$ cat src/rtl/keypad_scanner.sv
// 4x4 matrix keypad scanner: column drive, 2-flop row sync, press/release debounce.
// Optional auto-repeat while a key is held is enabled by defining KEYPAD_AUTOREPEAT_EN.
module keypad_scanner #(
  parameter int unsigned SCAN_DIV      = 24000,
  parameter int unsigned DB_CYCLES     = 480000,
  parameter int unsigned REPEAT_CYCLES = 12000000
) (
  input  logic       clk,
  input  logic       reset,
  input  logic [3:0] rows,
  output logic [3:0] cols,
  output logic [3:0] key_code,
  output logic       key_valid,
  output logic       key_held
);

  localparam int unsigned MAXP_A = (SCAN_DIV > DB_CYCLES) ? SCAN_DIV : DB_CYCLES;
  localparam int unsigned MAXP   = (MAXP_A > REPEAT_CYCLES) ? MAXP_A : REPEAT_CYCLES;
  localparam int unsigned CW     = $clog2(MAXP + 1);

  typedef enum logic [1:0] {SCAN, DEBOUNCE, HELD, RELEASE} state_t;

  state_t          r_state, w_state;
  logic [3:0]      r_rows_m, r_rows_s;
  logic [1:0]      r_col, w_col;
  logic [1:0]      r_row, w_row;
  logic [CW-1:0]   r_dwell, w_dwell;
  logic [CW-1:0]   r_db, w_db;
  logic [3:0]      r_code, w_code;
  logic            r_valid, w_valid;
  logic            r_held, w_held;
  logic [1:0]      w_low;
  logic            w_found;
`ifdef KEYPAD_AUTOREPEAT_EN
  logic [CW-1:0]   r_rep, w_rep;
`endif

  always_ff @(posedge clk or posedge reset) begin
    if (reset) begin
      r_rows_m <= 4'hF;
      r_rows_s <= 4'hF;
      r_state  <= SCAN;
      r_col    <= '0;
      r_row    <= '0;
      r_dwell  <= '0;
      r_db     <= '0;
      r_code   <= '0;
      r_valid  <= 1'b0;
      r_held   <= 1'b0;
`ifdef KEYPAD_AUTOREPEAT_EN
      r_rep    <= '0;
`endif
    end else begin
      r_rows_m <= rows;
      r_rows_s <= r_rows_m;
      r_state  <= w_state;
      r_col    <= w_col;
      r_row    <= w_row;
      r_dwell  <= w_dwell;
      r_db     <= w_db;
      r_code   <= w_code;
      r_valid  <= w_valid;
      r_held   <= w_held;
`ifdef KEYPAD_AUTOREPEAT_EN
      r_rep    <= w_rep;
`endif
    end
  end

  // Lowest-index active row wins when several rows are low together.
  always_comb begin
    w_low   = '0;
    w_found = 1'b0;
    for (int unsigned i = 0; i < 4; i++) begin
      if (!r_rows_s[i] && !w_found) begin
        w_low   = 2'(i);
        w_found = 1'b1;
      end
    end
  end

  always_comb begin
    w_state = r_state;
    w_col   = r_col;
    w_row   = r_row;
    w_dwell = r_dwell;
    w_db    = r_db;
    w_code  = r_code;
    w_valid = 1'b0;
    w_held  = r_held;
`ifdef KEYPAD_AUTOREPEAT_EN
    w_rep   = r_rep;
`endif
    case (r_state)
      SCAN: begin
        if (r_dwell == CW'(SCAN_DIV - 1)) begin
          w_dwell = '0;
          if (r_rows_s == 4'hF) begin
            w_col = r_col + 2'd1;
          end else begin
            w_row   = w_low;
            w_db    = '0;
            w_state = DEBOUNCE;
          end
        end else begin
          w_dwell = r_dwell + 1'b1;
        end
      end
      DEBOUNCE: begin
        if (!r_rows_s[r_row]) begin
          if (r_db == CW'(DB_CYCLES - 1)) begin
            w_code  = {r_row, r_col};
            w_valid = 1'b1;
            w_held  = 1'b1;
            w_state = HELD;
`ifdef KEYPAD_AUTOREPEAT_EN
            w_rep   = '0;
`endif
          end else begin
            w_db = r_db + 1'b1;
          end
        end else begin
          w_db    = '0;
          w_col   = r_col + 2'd1;
          w_dwell = '0;
          w_state = SCAN;
        end
      end
      HELD: begin
        if (r_rows_s[r_row]) begin
          w_db    = '0;
          w_state = RELEASE;
        end
`ifdef KEYPAD_AUTOREPEAT_EN
        else if (r_rep == CW'(REPEAT_CYCLES - 1)) begin
          w_rep   = '0;
          w_valid = 1'b1;
        end else begin
          w_rep = r_rep + 1'b1;
        end
`endif
      end
      RELEASE: begin
        if (r_rows_s[r_row]) begin
          if (r_db == CW'(DB_CYCLES - 1)) begin
            w_held  = 1'b0;
            w_db    = '0;
            w_col   = r_col + 2'd1;
            w_dwell = '0;
            w_state = SCAN;
          end else begin
            w_db = r_db + 1'b1;
          end
        end else begin
          // A bounce during release returns to HELD without re-announcing the key.
          w_db    = '0;
          w_state = HELD;
`ifdef KEYPAD_AUTOREPEAT_EN
          w_rep   = '0;
`endif
        end
      end
      default: w_state = SCAN;
    endcase
  end

  assign cols      = ~(4'b0001 << r_col);
  assign key_code  = r_code;
  assign key_valid = r_valid;
  assign key_held  = r_held;

endmodule

$ cat config.mk
export PLATFORM = sky130hd
export DESIGN_NAME = keypad_scanner
export DESIGN_NICKNAME = d
export VERILOG_FILES = /design/src/rtl/keypad_scanner.sv
export SDC_FILE = /design/constraint.sdc
export NUM_CORES = 1
export LEC_CHECK = 0
export CORE_ASPECT_RATIO = 0.6
export CORE_MARGIN = 2
export CORE_UTILIZATION = 30
export CTS_CLUSTER_DIAMETER = 150
export DETAILED_ROUTE_END_ITERATION = 8
export PLACE_DENSITY_LB_ADDON = 0.3
export SYNTH_ARGS = -nofsm -noshare
export SYNTH_HDL_FRONTEND = slang
export SYNTH_SLANG_ARGS = --single-unit
$ cat constraint.sdc
create_clock -name clk -period 5.4 [get_ports clk]
set_input_delay 1.08 -clock clk [delete_from_list [all_inputs] [get_ports clk]]
set_output_delay 1.08 -clock clk [all_outputs]
set_load 0.1 [all_outputs]
==> metrics.md <==
| Metric | Value |
|---|---|
| Count of maximum capacitance violations | 0 |
| Post-route clock skew | about 0.0056 ns |
| Total routed wirelength | about 8500 um |
| Post-detailed-route via-to-cell ratio | 5.29 |
| Number of buffers on the longest clock path | 2 |
| EDFF count, synth | 0 |
| Total GRT Usage | between 10 and 15% |
| Highest net fanout along the worst path | 4 |
| Capturing element type of the critical path | output port |
| Core Area | approximately 0.012 sq mm |
| Routed wirelength normalized by instance count | 14.7 um |
| CP required | 4.32 ns |
| PostCTS Resize Cnt | 0 |
| Cell area power density | 256 mW/mm^2 |
| Min-Delay Path Class | flip-flop to flip-flop |
| Worst rel slew slack | a little over a third |
| Iter 0 DRT Violations | 229 |
| Sum of internal, switching and leakage power | between 0.001 and 0.0015 W |
| Cell depth of the worst hold path | 0 |
| Hold violation total from the final report | 0 |
| Number of levels the H-tree was split into | 3 |
| Congestion Overflow GR | 0 |
| Smallest setup slack after layout | 2.11 ns |
| Post-Syn Area | 0.00370 sq mm |
| Post-synthesis area per instance | 9.35 sq um |
| Number of buffers added for setup after CTS | 0 |
| Setup repair after global routing missed its margin | false |
| TritonCTS clock tree | yes |
| Global placer's final weighted congestion | between 0.8 and 0.9 |
| Number of global-route vias before repair | ~2900 |
| Number of cells produced by synthesis | slightly below 400 |
| List of most frequent post-synthesis cells | sky130_fd_sc_hd__dfrtp_1 (60), sky130_fd_sc_hd__nand2_1 (38), sky130_fd_sc_hd__o21ai_0 (37), sky130_fd_sc_hd__a21oi_1 (26), sky130_fd_sc_hd__nand3_1 (22) |
| Via total after detailed routing | 3060 |
| Synth Warn # | 0 |
| Synth-to-layout area growth | 15.0% |
| Layout cells sized above 1 | a little under an eighth |
| Antenna diode count | 0 |
| Starting density of the core | 30.7% |
| First-pass GRT wire length | 14600 um |
| HPWL reported at the end of detailed placement | 5930 um |
| Type of the worst setup path | flip-flop to output port |
| Number of remaining DRC errors | 0 |
| Static Leakage | 1.63 nW |
| Most used standard cell by instance count after synthesis | sky130_fd_sc_hd__dfrtp_1 |
| Inst Count DP | ~560 |
| Clock tree root buffer cell | sky130_fd_sc_hd__clkbuf_16 |
| Post-route clock period utilization | 61.0% |
| Fin Setup TNS | 0 ns |
| Syn Nets | 408 |
| Final critical-path required period | 3.29 ns |
| Die Footprint | 0.0133 sq mm |
| Place WS | 2.22 ns |
| Pin count of the biggest net entering global routing | 39 |
| Number of placement rows | 31 |
| Worst reg-to-reg path cell count | 6 |
| Max Transition Viols Final | 0 |
| Most area-consuming cells after synthesis | sky130_fd_sc_hd__dfrtp_1 (41%), sky130_fd_sc_hd__dfstp_2 (5.7%), sky130_fd_sc_hd__o21ai_0 (5.0%), sky130_fd_sc_hd__o31ai_1 (4.3%), sky130_fd_sc_hd__nand2_1 (3.9%) |
| Flip-flop and latch count after synthesis | 68 |
| Chip height | around 90 um |
| Cell variety after synth | 50 |
| Async S/R FF share, synth | 100% |
| Count of antenna-violating nets left after detailed routing | 0 |
| Share of the yosys chip area belonging to registers | 46.2% |
| IO Port Bufs | 15 |
| Clock insertion delay at the later pin of the skew report | 0.34 ns |
| Max Freq | 304 MHz |
| Transition time at the pin with the least slew margin | 0.969 ns |
| Clock Pin Slew Worst Setup and Hold Paths | ~0.050 ns |
| Antenna violations before repair | 0 |
| Category of the worst setup path launch point | flip-flop |
| CTS buffer count | 9 |
| Setup violation total in the final timing report | 0 |
| Initial DRT Pass Iterations | 4 |
| Final Non-Filler Cells | 578 |
| Number of nets in the layout | 420 |
| Total clock sinks | 68 |
| Hold-fix buffers, CTS | 0 |
| Most instantiated flip-flop cell in the synthesis netlist | sky130_fd_sc_hd__dfrtp_1 |
| Worst VDD drop | 0.149 mV |
| Die W | around 150 um |
| Share of the synthesized area in the top cell type | 40.6% |
| Register-to-Register Setup Slack | 2.21 ns |
| Leading area contributor after synthesis | sky130_fd_sc_hd__dfrtp_1 |
| Count of boundary I/O pins | 16 |
| Critical Path AT | 2.21 ns |
| Run status | completed |
[metal layers]
layer  global-route usage (%)  vias to the layer above  share of wire, %
met5                        0                        -                 0
met4                     4.57                        0               1.1
met3                     4.82                        8               6.2
met2                     18.3                       81                39
met1                     20.8                     1468                54
li1                         -                     1503                 -
[path summary, 6_finish.rpt]
kind	start	endpoint
worst max-delay path	r_col[0]	cols[0]
worst min-delay path	r_rows_m[3]	r_rows_s[3]
worst max register to register	r_row[0]	r_db[7]
worst min register to register	r_rows_m[3]	r_rows_s[3]
max in group asynchronous	reset	r_rows_s[1]
min in group asynchronous	reset	r_db[9]
[worst max-delay path, cell delays in order, from the launching register on]
cell                              delay (ns)
sky130_fd_sc_hd__dfrtp_1                0.40
sky130_fd_sc_hd__inv_1                  0.10
sky130_fd_sc_hd__ha_1                   0.21
sky130_fd_sc_hd__inv_1                  0.05
sky130_fd_sc_hd__clkdlybuf4s50_1        1.12
[cell type report]
class                           count  area, sq um
Fill cell                        1194         7810
Multi-Input combinational cell    293         1810
Sequential cell                    68         1710
Clock buffer                       15          278
Tap cell                          165          206
Timing Repair Buffer               19          178
Inverter                           17         63.8
Clock inverter                      1         5.00
[stage by stage]
step                      hold WS (ns)  area, sq um  utilization [%]
after global routing             0.362         4260             35.3
after detailed placement         0.348         3970             32.9
after CTS                        0.356         4250             35.2
final                            0.356         4260             35.3
after global placement           0.349         3970             32.9
after floorplan                  0.345         3700                -
[cell families after synthesis]
family	count (synthesis)	synth area share [%]
mux	6	2.06
compound gates	128	22.1
simple gates	151	22.2
fa+ha+maj	6	2.03
flops	68	46.2
xor+xnor	2	0.473
buf+inv	35	4.90
[state kept, by name (all words and copies together) (netlist names), named ones only]
signal,cells
r_rows_s,4
r_db,24
key_code,4
r_state,1
r_row,2
r_rows_m,4
r_dwell,24
key_valid,1
r_col,2
key_held,1
[cells in the final DEF, fill, tap and decap left out, types with 2 or more instances in the layout]
| cell | instances |
|---|---|
| sky130_fd_sc_hd__nand2_1 | 38 |
| sky130_fd_sc_hd__nand2b_1 | 5 |
| sky130_fd_sc_hd__inv_1 | 16 |
| sky130_fd_sc_hd__nor2_1 | 20 |
| sky130_fd_sc_hd__nand4_1 | 10 |
| sky130_fd_sc_hd__clkbuf_1 | 3 |
| sky130_fd_sc_hd__and3_1 | 9 |
| sky130_fd_sc_hd__nand3_1 | 22 |
| sky130_fd_sc_hd__ha_1 | 6 |
| sky130_fd_sc_hd__and2_1 | 4 |
| sky130_fd_sc_hd__mux2i_1 | 2 |
| sky130_fd_sc_hd__clkdlybuf4s50_1 | 15 |
| sky130_fd_sc_hd__a21oi_1 | 26 |
| sky130_fd_sc_hd__dfstp_2 | 8 |
| sky130_fd_sc_hd__clkbuf_8 | 3 |
| sky130_fd_sc_hd__or4_1 | 6 |
| sky130_fd_sc_hd__a21boi_0 | 3 |
| sky130_fd_sc_hd__buf_4 | 3 |
| sky130_fd_sc_hd__o211ai_1 | 3 |
| sky130_fd_sc_hd__or3_1 | 11 |
| sky130_fd_sc_hd__nor4_1 | 5 |
| sky130_fd_sc_hd__and4_1 | 3 |
| sky130_fd_sc_hd__nor4b_1 | 2 |
| sky130_fd_sc_hd__a31oi_1 | 7 |
| sky130_fd_sc_hd__nor4bb_1 | 5 |
| sky130_fd_sc_hd__nor2b_1 | 2 |
| sky130_fd_sc_hd__o21ai_0 | 37 |
| sky130_fd_sc_hd__o41ai_1 | 2 |
| sky130_fd_sc_hd__o21ai_1 | 7 |
| sky130_fd_sc_hd__mux2_2 | 3 |
| sky130_fd_sc_hd__dfrtp_1 | 60 |
| sky130_fd_sc_hd__o21ai_2 | 13 |
| sky130_fd_sc_hd__o31ai_1 | 20 |
| sky130_fd_sc_hd__clkbuf_16 | 9 |
| sky130_fd_sc_hd__nor3_1 | 7 |
[where the power goes]
group,switching [W],internal [W],leakage (nW)
clock network,0.000209,0.000348,0.140
registers,0.00000154,0.000516,0.908
logic,0.0000121,0.00000483,0.586
total,0.000222,0.000868,1.63
Power figures use the tool's default switching activity.
